[src/rtl/sensor_csr_sequencer_if.sv]
// sensor_csr_sequencer_if: host-side and csr-side Avalon-MM signals of the CSR sequencer.
interface sensor_csr_sequencer_if;
    logic [2:0]  host_address;
    logic        host_write;
    logic        host_read;
    logic [31:0] host_writedata;
    logic [3:0]  host_byteenable;
    logic [31:0] host_readdata;
    logic        host_readdatavalid;
    logic        host_waitrequest;
    logic [2:0]  csr_address;
    logic        csr_write;
    logic        csr_read;
    logic [31:0] csr_writedata;
    logic [3:0]  csr_byteenable;
    logic [31:0] csr_readdata;

    modport slave (
        input  host_address, host_write, host_read, host_writedata, host_byteenable, csr_readdata,
        output host_readdata, host_readdatavalid, host_waitrequest,
        output csr_address, csr_write, csr_read, csr_writedata, csr_byteenable
    );

    modport master (
        output host_address, host_write, host_read, host_writedata, host_byteenable, csr_readdata,
        input  host_readdata, host_readdatavalid, host_waitrequest,
        input  csr_address, csr_write, csr_read, csr_writedata, csr_byteenable
    );
endinterface

[src/rtl/sensor_csr_sequencer.sv]
// sensor_csr_sequencer: writes a boot table to the sensor_algo CSR slave, then forwards host accesses.
// Define CSR_SEQ_VERIFY_EN to read back every boot write and flag mismatches on boot_error.
module sensor_csr_sequencer #(
    parameter logic [2:0]  ENTRY_ADDR0 = 3'd2,
    parameter logic [2:0]  ENTRY_ADDR1 = 3'd1,
    parameter logic [2:0]  ENTRY_ADDR2 = 3'd0,
    parameter logic [2:0]  ENTRY_ADDR3 = 3'd3,
    parameter logic [31:0] ENTRY_DATA0 = 32'hAAAA0032,
    parameter logic [31:0] ENTRY_DATA1 = 32'h01200004,
    parameter logic [31:0] ENTRY_DATA2 = 32'h00060001,
    parameter logic [31:0] ENTRY_DATA3 = 32'h20040032,
    parameter int          GAP_CYCLES  = 1
) (
    input  logic clk_clk,
    input  logic rst_reset,
    input  logic boot_start,
    output logic boot_busy,
    output logic boot_done,
    output logic boot_error,
    sensor_csr_sequencer_if.slave bus
);
    localparam logic [2:0]  ENT_ADDR [4] = '{ENTRY_ADDR0, ENTRY_ADDR1, ENTRY_ADDR2, ENTRY_ADDR3};
    localparam logic [31:0] ENT_DATA [4] = '{ENTRY_DATA0, ENTRY_DATA1, ENTRY_DATA2, ENTRY_DATA3};
    localparam bit          GAP_EN   = GAP_CYCLES != 0;
    localparam logic [3:0]  GAP_LAST = 4'(GAP_CYCLES - 1);

    typedef enum logic [2:0] {
        IDLE,
        WR,
        GAP,
`ifdef CSR_SEQ_VERIFY_EN
        RD,
        CHK,
`endif
        RUN
    } state_t;

    state_t      state, state_n;
    logic [1:0]  idx, idx_n;
    logic [3:0]  gap_cnt, gap_cnt_n;
    logic        leave;
    logic        rd_pend;
    logic        chk_pend;
    logic        write_n, read_n;
    logic [2:0]  addr_n;
    logic [31:0] data_n;
    logic [3:0]  be_n;

    assign boot_done = state == RUN;
    assign boot_busy = !boot_done;
    assign bus.host_waitrequest = !boot_done;
    assign bus.host_readdatavalid = rd_pend && !chk_pend;
    assign bus.host_readdata = bus.host_readdatavalid ? bus.csr_readdata : '0;

    // leave marks the end of one table entry; it either advances to the next entry or finishes
    always_comb begin
        state_n = state;
        idx_n = idx;
        gap_cnt_n = '0;
        leave = 1'b0;
        case (state)
            IDLE: state_n = WR;
            WR: begin
`ifdef CSR_SEQ_VERIFY_EN
                state_n = RD;
`else
                state_n = GAP_EN ? GAP : state;
                leave = !GAP_EN;
`endif
            end
`ifdef CSR_SEQ_VERIFY_EN
            RD: state_n = CHK;
            CHK: begin
                state_n = GAP_EN ? GAP : state;
                leave = !GAP_EN;
            end
`endif
            GAP: begin
                gap_cnt_n = gap_cnt + 4'd1;
                leave = gap_cnt == GAP_LAST;
            end
            RUN: if (boot_start) begin
                state_n = WR;
                idx_n = '0;
            end
            default: state_n = IDLE;
        endcase
        if (leave) begin
            state_n = (idx == 2'd3) ? RUN : WR;
            idx_n = idx + 2'd1;
        end
    end

    // csr_* are registered from the current state, so host requests reach the slave one cycle late
    always_comb begin
        write_n = 1'b0;
        read_n = 1'b0;
        addr_n = bus.csr_address;
        data_n = bus.csr_writedata;
        be_n = bus.csr_byteenable;
        if (state == RUN) begin
            write_n = bus.host_write;
            read_n = bus.host_read && !bus.host_write;
            addr_n = bus.host_address;
            data_n = bus.host_writedata;
            be_n = bus.host_byteenable;
        end else if (state == WR) begin
            write_n = 1'b1;
            addr_n = ENT_ADDR[idx];
            data_n = ENT_DATA[idx];
            be_n = 4'hF;
        end
`ifdef CSR_SEQ_VERIFY_EN
        else if (state == RD) begin
            read_n = 1'b1;
            addr_n = ENT_ADDR[idx];
        end
`endif
    end

    always_ff @(posedge clk_clk) begin
        if (rst_reset) begin
            state <= IDLE;
            idx <= '0;
            gap_cnt <= '0;
            rd_pend <= 1'b0;
            bus.csr_write <= 1'b0;
            bus.csr_read <= 1'b0;
            bus.csr_address <= '0;
            bus.csr_writedata <= '0;
            bus.csr_byteenable <= 4'hF;
        end else begin
            state <= state_n;
            idx <= idx_n;
            gap_cnt <= gap_cnt_n;
            rd_pend <= bus.csr_read;
            bus.csr_write <= write_n;
            bus.csr_read <= read_n;
            bus.csr_address <= addr_n;
            bus.csr_writedata <= data_n;
            bus.csr_byteenable <= be_n;
        end
    end

`ifdef CSR_SEQ_VERIFY_EN
    logic        boot_rd;
    logic        err;
    logic [31:0] exp_data;

    assign boot_error = err;

    // boot readback data arrives two cycles after RD; chk_pend marks that cycle and hides it from the host
    always_ff @(posedge clk_clk) begin
        if (rst_reset) begin
            boot_rd <= 1'b0;
            chk_pend <= 1'b0;
            exp_data <= '0;
            err <= 1'b0;
        end else begin
            boot_rd <= state == RD;
            chk_pend <= boot_rd;
            if (state == RD)
                exp_data <= ENT_DATA[idx];
            if (chk_pend && bus.csr_readdata != exp_data)
                err <= 1'b1;
        end
    end
`else
    assign chk_pend = 1'b0;
    assign boot_error = 1'b0;
`endif
endmodule

[src/flat_wrapper.sv]
// flat-port wrapper written by rule: the top's interface ports become plain ports
module sensor_csr_sequencer_flat 
#(
    parameter logic [2:0]  ENTRY_ADDR0 = 3'd2,
    parameter logic [2:0]  ENTRY_ADDR1 = 3'd1,
    parameter logic [2:0]  ENTRY_ADDR2 = 3'd0,
    parameter logic [2:0]  ENTRY_ADDR3 = 3'd3,
    parameter logic [31:0] ENTRY_DATA0 = 32'hAAAA0032,
    parameter logic [31:0] ENTRY_DATA1 = 32'h01200004,
    parameter logic [31:0] ENTRY_DATA2 = 32'h00060001,
    parameter logic [31:0] ENTRY_DATA3 = 32'h20040032,
    parameter int          GAP_CYCLES  = 1
)
  (clk_clk, rst_reset, boot_start, boot_busy, boot_done, boot_error, bus_host_address, bus_host_write, bus_host_read, bus_host_writedata, bus_host_byteenable, bus_csr_readdata, bus_host_readdata, bus_host_readdatavalid, bus_host_waitrequest, bus_csr_address, bus_csr_write, bus_csr_read, bus_csr_writedata, bus_csr_byteenable);
  sensor_csr_sequencer_if bus_i ();
  input  logic clk_clk;
  input  logic rst_reset;
  input  logic boot_start;
  output logic boot_busy;
  output logic boot_done;
  output logic boot_error;
  input wire logic [$bits(bus_i.host_address)-1:0] bus_host_address;
  input wire logic [$bits(bus_i.host_write)-1:0] bus_host_write;
  input wire logic [$bits(bus_i.host_read)-1:0] bus_host_read;
  input wire logic [$bits(bus_i.host_writedata)-1:0] bus_host_writedata;
  input wire logic [$bits(bus_i.host_byteenable)-1:0] bus_host_byteenable;
  input wire logic [$bits(bus_i.csr_readdata)-1:0] bus_csr_readdata;
  output wire logic [$bits(bus_i.host_readdata)-1:0] bus_host_readdata;
  output wire logic [$bits(bus_i.host_readdatavalid)-1:0] bus_host_readdatavalid;
  output wire logic [$bits(bus_i.host_waitrequest)-1:0] bus_host_waitrequest;
  output wire logic [$bits(bus_i.csr_address)-1:0] bus_csr_address;
  output wire logic [$bits(bus_i.csr_write)-1:0] bus_csr_write;
  output wire logic [$bits(bus_i.csr_read)-1:0] bus_csr_read;
  output wire logic [$bits(bus_i.csr_writedata)-1:0] bus_csr_writedata;
  output wire logic [$bits(bus_i.csr_byteenable)-1:0] bus_csr_byteenable;
  assign bus_i.host_address = bus_host_address;
  assign bus_i.host_write = bus_host_write;
  assign bus_i.host_read = bus_host_read;
  assign bus_i.host_writedata = bus_host_writedata;
  assign bus_i.host_byteenable = bus_host_byteenable;
  assign bus_i.csr_readdata = bus_csr_readdata;
  assign bus_host_readdata = bus_i.host_readdata;
  assign bus_host_readdatavalid = bus_i.host_readdatavalid;
  assign bus_host_waitrequest = bus_i.host_waitrequest;
  assign bus_csr_address = bus_i.csr_address;
  assign bus_csr_write = bus_i.csr_write;
  assign bus_csr_read = bus_i.csr_read;
  assign bus_csr_writedata = bus_i.csr_writedata;
  assign bus_csr_byteenable = bus_i.csr_byteenable;
  sensor_csr_sequencer #(.ENTRY_ADDR0(ENTRY_ADDR0), .ENTRY_ADDR1(ENTRY_ADDR1), .ENTRY_ADDR2(ENTRY_ADDR2), .ENTRY_ADDR3(ENTRY_ADDR3), .ENTRY_DATA0(ENTRY_DATA0), .ENTRY_DATA1(ENTRY_DATA1), .ENTRY_DATA2(ENTRY_DATA2), .ENTRY_DATA3(ENTRY_DATA3), .GAP_CYCLES(GAP_CYCLES)) u_core (.clk_clk(clk_clk), .rst_reset(rst_reset), .boot_start(boot_start), .boot_busy(boot_busy), .boot_done(boot_done), .boot_error(boot_error), .bus(bus_i));
endmodule
[config.mk]
export PLATFORM = sky130hd
export DESIGN_NAME = sensor_csr_sequencer_flat
export DESIGN_NICKNAME = d
export VERILOG_FILES = /design/src/rtl/sensor_csr_sequencer_if.sv /design/src/rtl/sensor_csr_sequencer.sv /design/src/flat_wrapper.sv
export SDC_FILE = /design/constraint.sdc
export NUM_CORES = 1
export LEC_CHECK = 0
export ABC_AREA = 1
export CAP_MARGIN = 5
export CORE_MARGIN = 2
export CORE_UTILIZATION = 36
export DETAILED_ROUTE_END_ITERATION = 6
export GPL_TIMING_DRIVEN = 1
export PLACE_DENSITY = 0.86
export SETUP_SLACK_MARGIN = 0.5
export SYNTH_ARGS = -nofsm -noshare
export SYNTH_HDL_FRONTEND = slang
export SYNTH_SLANG_ARGS = --single-unit
[constraint.sdc]
create_clock -name clk_clk -period 1.6 [get_ports clk_clk]
set_clock_uncertainty 0.2 [all_clocks]
set_input_delay 0.16 -clock clk_clk [delete_from_list [all_inputs] [get_ports clk_clk]]
set_output_delay 0.16 -clock clk_clk [all_outputs]
set_load 0.01 [all_outputs]
---- After elaboration in Yosys (flattened, before gate mapping) ----
Index checks and enable logic that the tools add are counted.
operators by class
  mux-type cells .......................... 23
  bitwise gates (word level) .............. 3
  $lt $le $gt $ge ......................... 1
  reduce and logical (&&, ||, !) cells .... 12
  equal/unequal tests ..................... 6
  add/sub/neg operators ................... 2
operators by type and width
  operator             number
  $mux 32              5
  $bmux 32 s2          1
  $mux 3               6
  $pmux 3 s4           1
  $mux 2               4
  $mux 4               2
  $bmux 3 s2           1
  $eq 3x2->1 const B   2
  $reduce_bool 2->1    3
  $add 4x1->4 const B  1
  $logic_not 4->1      1
  $reduce_and 2->1     2
  $reduce_or 2->1      2
  $eq 3x1->1 const B   1
  $ge 3x3->1 const B   1
  $logic_not 3->1      1
  $mux 1               3
  $ne 3x3->1 const B   1
  $not 2->3            1
  $add 2x1->2 const B  1
  $eq 2x2->1 const B   1
  $logic_not 1->1      2
  $ne 2x1->1 const B   1
  $not 1->1            2
  $logic_and 1x1->1    1
word-level totals
  word-level logic and storage cells ...... 56
  bits of input ports ..................... 76
  bits in registers ....................... 51
  output and inout port bits .............. 78

---- Logic depth before layout (Yosys ltp) ----
  depth in word-level cells ............... 6
  mapped depth ............................ 8
  gate-level depth less buffers ........... 8

---- Least setup slack after synthesis ----
Ideal clock, no wire load.
  kind .................................... reg-to-reg
  start ................................... register u_core.state[0]
  end ..................................... register u_core.state[0]
  setup slack ............................. 130 ps
  data required time ...................... 1272 ps
  library setup time ...................... 128 ps
  clock period less this slack ............ 1470 ps
  cell stages (with the launch flop) ...... 8
  arrival time ............................ 1142 ps
  cell sequence ........................... dfxtp_1 > ha_1 > buf_6 > nand2_2 > nand3_1 > nand2_1 > nor2_1 > nor2_1
between the ends
  elaborated cells on any way between the ends .. 10
  classes of those cells .................. eq/ne: 5; mux: 3; reduce/logical: 2
RTL lines
  element                                            RTL line                     RTL
  start: declaration                                 sensor_csr_sequencer.sv:38   state_t state, state_n;
  start signal: assignment                           sensor_csr_sequencer.sv:133  state <= state_n;
  $eq 3x2->1 (*)                                     n/a
  via boot_done                                      flat_wrapper.sv:20           output logic boot_done;
  $pmux 3 s4 / $ne 3x3->1 (equally long branches)    n/a
  $mux 3 / $reduce_and 2->1 (equally long branches)  n/a
The timed path passes the listed nets; every way through them passes the cells marked *.
A chain may end at the register's enable or synchronous reset.

---- Worst setup path in the final report ----
  start ................................... register u_core.state[1]
  end ..................................... register u_core.bus.csr_writedata[18]
between the ends
  cells in the longest elaborated chain, start to end .. 2
  elaborated cells on any way between the ends .. 4
  classes of those cells .................. eq/ne: 2; mux: 1; reduce/logical: 1
ends and longest elaborated chain
  element                                              RTL line                                                  RTL
  $eq 3x2->1 / $eq 3x1->1 (equally long branches)      sensor_csr_sequencer.sv:101, sensor_csr_sequencer.sv:107
  $mux 32 / $reduce_bool 2->1 (equally long branches)  n/a
  end signal: assignment                               sensor_csr_sequencer.sv:140                               bus.csr_writedata <= data_n;
  end: declaration                                     sensor_csr_sequencer_if.sv:21                             output csr_address, csr_write, csr_read, csr_writedata, csr_byteenable
Parallel ways exist; a longest one is shown, timed or not.

==> results.json <==
{
  "grt_antenna_before_repair": 0,
  "yosys_warnings": 0,
  "h-tree-depth": 2,
  "dp.cells": 568,
  "dp_hpwl_mm": 5.74,
  "path_class": "flop to flop",
  "cp_max_fo": 8,
  "maxCapViolations": 0,
  "rsz0062_at_grt": "yes",
  "period_minus_slack_ps": 1700,
  "yosys_most_used_dff": "dfxtp_1",
  "synth.distinct_cells": 20,
  "syn_area_per_cell_sq_um": 6.73,
  "io_pins": 154,
  "hold_violations": 0,
  "netlist_area_sq_um": 2330,
  "fin_crit_sh_pct": 106,
  "min_path_type": "input pin to flop",
  "fin_ws_ps": -97.3,
  "antenna_cells": 0,
  "syn2layout_area_growth_pct": 124,
  "gp_congestion": 0.787,
  "drv_slew": 0,
  "slowest_stage": "dfxtp_4",
  "post-place-ws_ps": -121,
  "fmax_ghz": 0.589,
  "first_pass_iters": 4,
  "p_seq_share_pct": 29.3,
  "cpPeakStageDelay_ps": 370,
  "vias_per_cell": 5.25,
  "ys_seq_area_share_pct": 43.0,
  "cts_tree": "yes",
  "cp-end-kind": "flop",
  "grt_start_max_net_pins": 26,
  "finalSetupViolations": 26,
  "peakVddDrop_mv": 1.27,
  "ys_ff_latch": 50,
  "outcome": "complete, but fails checks",
  "ys_top_cells_by_area": "dfxtp_1 (43%), nand2_1 (21%), inv_1 (10%)",
  "drc": 0,
  "grt-ovfl-total": 0,
  "cts_buffer_depth": 2,
  "numCtsBuffers": 5,
  "hold_buffers": 0,
  "internal_power_mw": 3.67,
  "core_sq_um": 6310,
  "crit_chain": "buf_6 -> inv_4 -> ha_4 -> nor2_4 -> buf_12 -> buf_12 -> nand2_1 -> nand3_1 -> nand2_1 -> inv_1",
  "grt_pass1_vias": 2706,
  "swShare_pct": 42.5,
  "cp.arrival_ps": 1710,
  "dieArea_sq_um": 7120,
  "initial_core_util_pct": 36.9,
  "yosysMostFrequentCell": "nand2_1",
  "drtIter0Drc": 166,
  "num_vias": 3174,
  "fp.dieH_microns": 84.4,
  "crit_family": "buffers and inverters",
  "p_sw_mw": 2.72,
  "wire_per_inst_microns": 21.3,
  "synth_top_cells_by_count": "nand2_1 (132), inv_1 (62), dfxtp_1 (50), a21oi_1 (25), nand3_1 (23)",
  "grt_pass1_wl_mm": 13.2,
  "fin_nets": 611,
  "synth_enable_flop_cells": 0,
  "p_per_area_nw_per_um2": 1220,
  "violations": "setup timing",
  "drtAntennaViolNets": 0,
  "syn_inst": 346,
  "clock_latency_ps": 310,
  "cts.sinks": 50,
  "drive_gt1_share_pct": 60.0,
  "cp-start-kind": "flop",
  "post-route-util_pct": 82.7,
  "crit_required_ps": 1610,
  "wirelength_mm": 12.9,
  "cp_num_buf_inv": 5,
  "ys_async_sr_fraction_pct": 0,
  "root_buffer": "clkbuf_8",
  "synth_top_area_cell": "dfxtp_1",
  "row_count": 29,
  "numPortBuffers": 152,
  "pwr-share-comb_pct": 58.3,
  "path_clk_slew_ps": 100,
  "synth_top_cell_area_share_pct": 43.0,
  "leakage_nw": 2.69,
  "instances_no_fill": 604,
  "groute.usage.overall_pct": 23.1,
  "p_clk_share_pct": 12.5,
  "syn_nets": 431,
  "fp.dieW_microns": 84.4
}
per-layer routing:
layer / part of all wire [%] / track usage, % / vias to the layer above
met1: 35 / 21.6 / 1507
met5: 0 / 0 / -
li1: - / - / 1392
met4: 6.3 / 7.50 / 0
met3: 9.0 / 7.87 / 65
met2: 50 / 46.1 / 210
state kept, by name (all words and copies together), names as in the netlist:
signal	cells
u_core.idx	2
u_core.gap_cnt	4
u_core.bus.csr_address	3
u_core.bus.host_readdatavalid	1
u_core.bus.csr_writedata	32
u_core.bus.csr_write	1
u_core.bus.csr_read	1
u_core.state	2
u_core.bus.csr_byteenable	4
layout by cell type, fill, tap and decap left out, drive strengths merged:
cell           instances
a21oi                 25
nand3                 23
buf                  111
clkbuf                 8
o21ai                  4
o22ai                  4
inv                   65
nor2                  14
nor3                   1
dfxtp                 50
clkdlybuf4s15          1
nand2                133
xnor2                  1
clkdlybuf4s50         75
xor2                   1
clkinvlp               1
conb                   1
ha                     9
through the flow:
stage	setup TNS (ps)	total power, mW	hold slack [ps]	instance area, sq um
6_report	-794	6.39	191	5220
5_1_grt	-2380	6.62	213	5220
2_1_floorplan	0	3.01	80.3	2410
3_3_place_gp	-523	3.95	209	4020
4_1_cts	0	5.19	193	4490
3_5_place_dp	-575	4.02	217	4020
power by group through the flow:
stage               Sequential [mW]  Clock (mW)  Combinational (mW)
floorplan                      1.84           0                1.17
global placement               1.73           0                2.23
detailed placement             1.74           0                2.29
CTS                            1.79       0.772                2.63
global route                   1.89       0.848                3.88
finish                         1.87       0.797                3.72
final timing paths:
check,from,to,slack [ps],cells after the start
worst min-delay path,bus_host_writedata[6],u_core.bus.csr_writedata[6],190,3
worst max register to register,u_core.state[1],u_core.bus.csr_writedata[18],-100,10
worst min register to register,u_core.bus.csr_read,u_core.bus.host_readdatavalid,240,2
worst max-delay path,u_core.state[1],u_core.bus.csr_writedata[18],-100,10
kinds of logic (layout without fill, tap and decap cells):
group           Yosys count  in the layout  synth area share [%]
compound gates           33             33                  7.31
xor+xnor                  2              2                 0.753
fa+ha+maj                 9              9                  4.84
buf+inv                  80            261                  14.6
flops                    50             50                  43.0
other cells               1              1                 0.161
simple gates            171            171                  29.3
worst register-to-register path: cells and delay by family (launching register included):
| family | cells | cell delay [ps] |
|---|---|---|
| adders and majority gates | 1 | 170 |
| buffers and inverters | 5 | 510 |
| DFF | 1 | 370 |
| and+or+nand+nor | 4 | 360 |
layout make-up:
| type | count | area [sq um] |
|---|---|---|
| repair buffers | 190 | 2110 |
| multi-input cells | 216 | 1610 |
| fillers | 270 | 1090 |
| flip-flops and latches | 50 | 1070 |
| inverters | 63 | 246 |
| well taps | 77 | 96.3 |
| clock buffers | 5 | 68.8 |
| clock inverters | 3 | 22.5 |
what timing repair did:
action | 4_1_cts | 5_1_grt
pin swaps | 16 | 38
setup buffers | 11 | 11
gates resized for setup | 473 | 157
gates cloned | 3 | 3
setup endpoints to repair | 126 | 126
No activity file was read; power rests on OpenSTA's default activity.
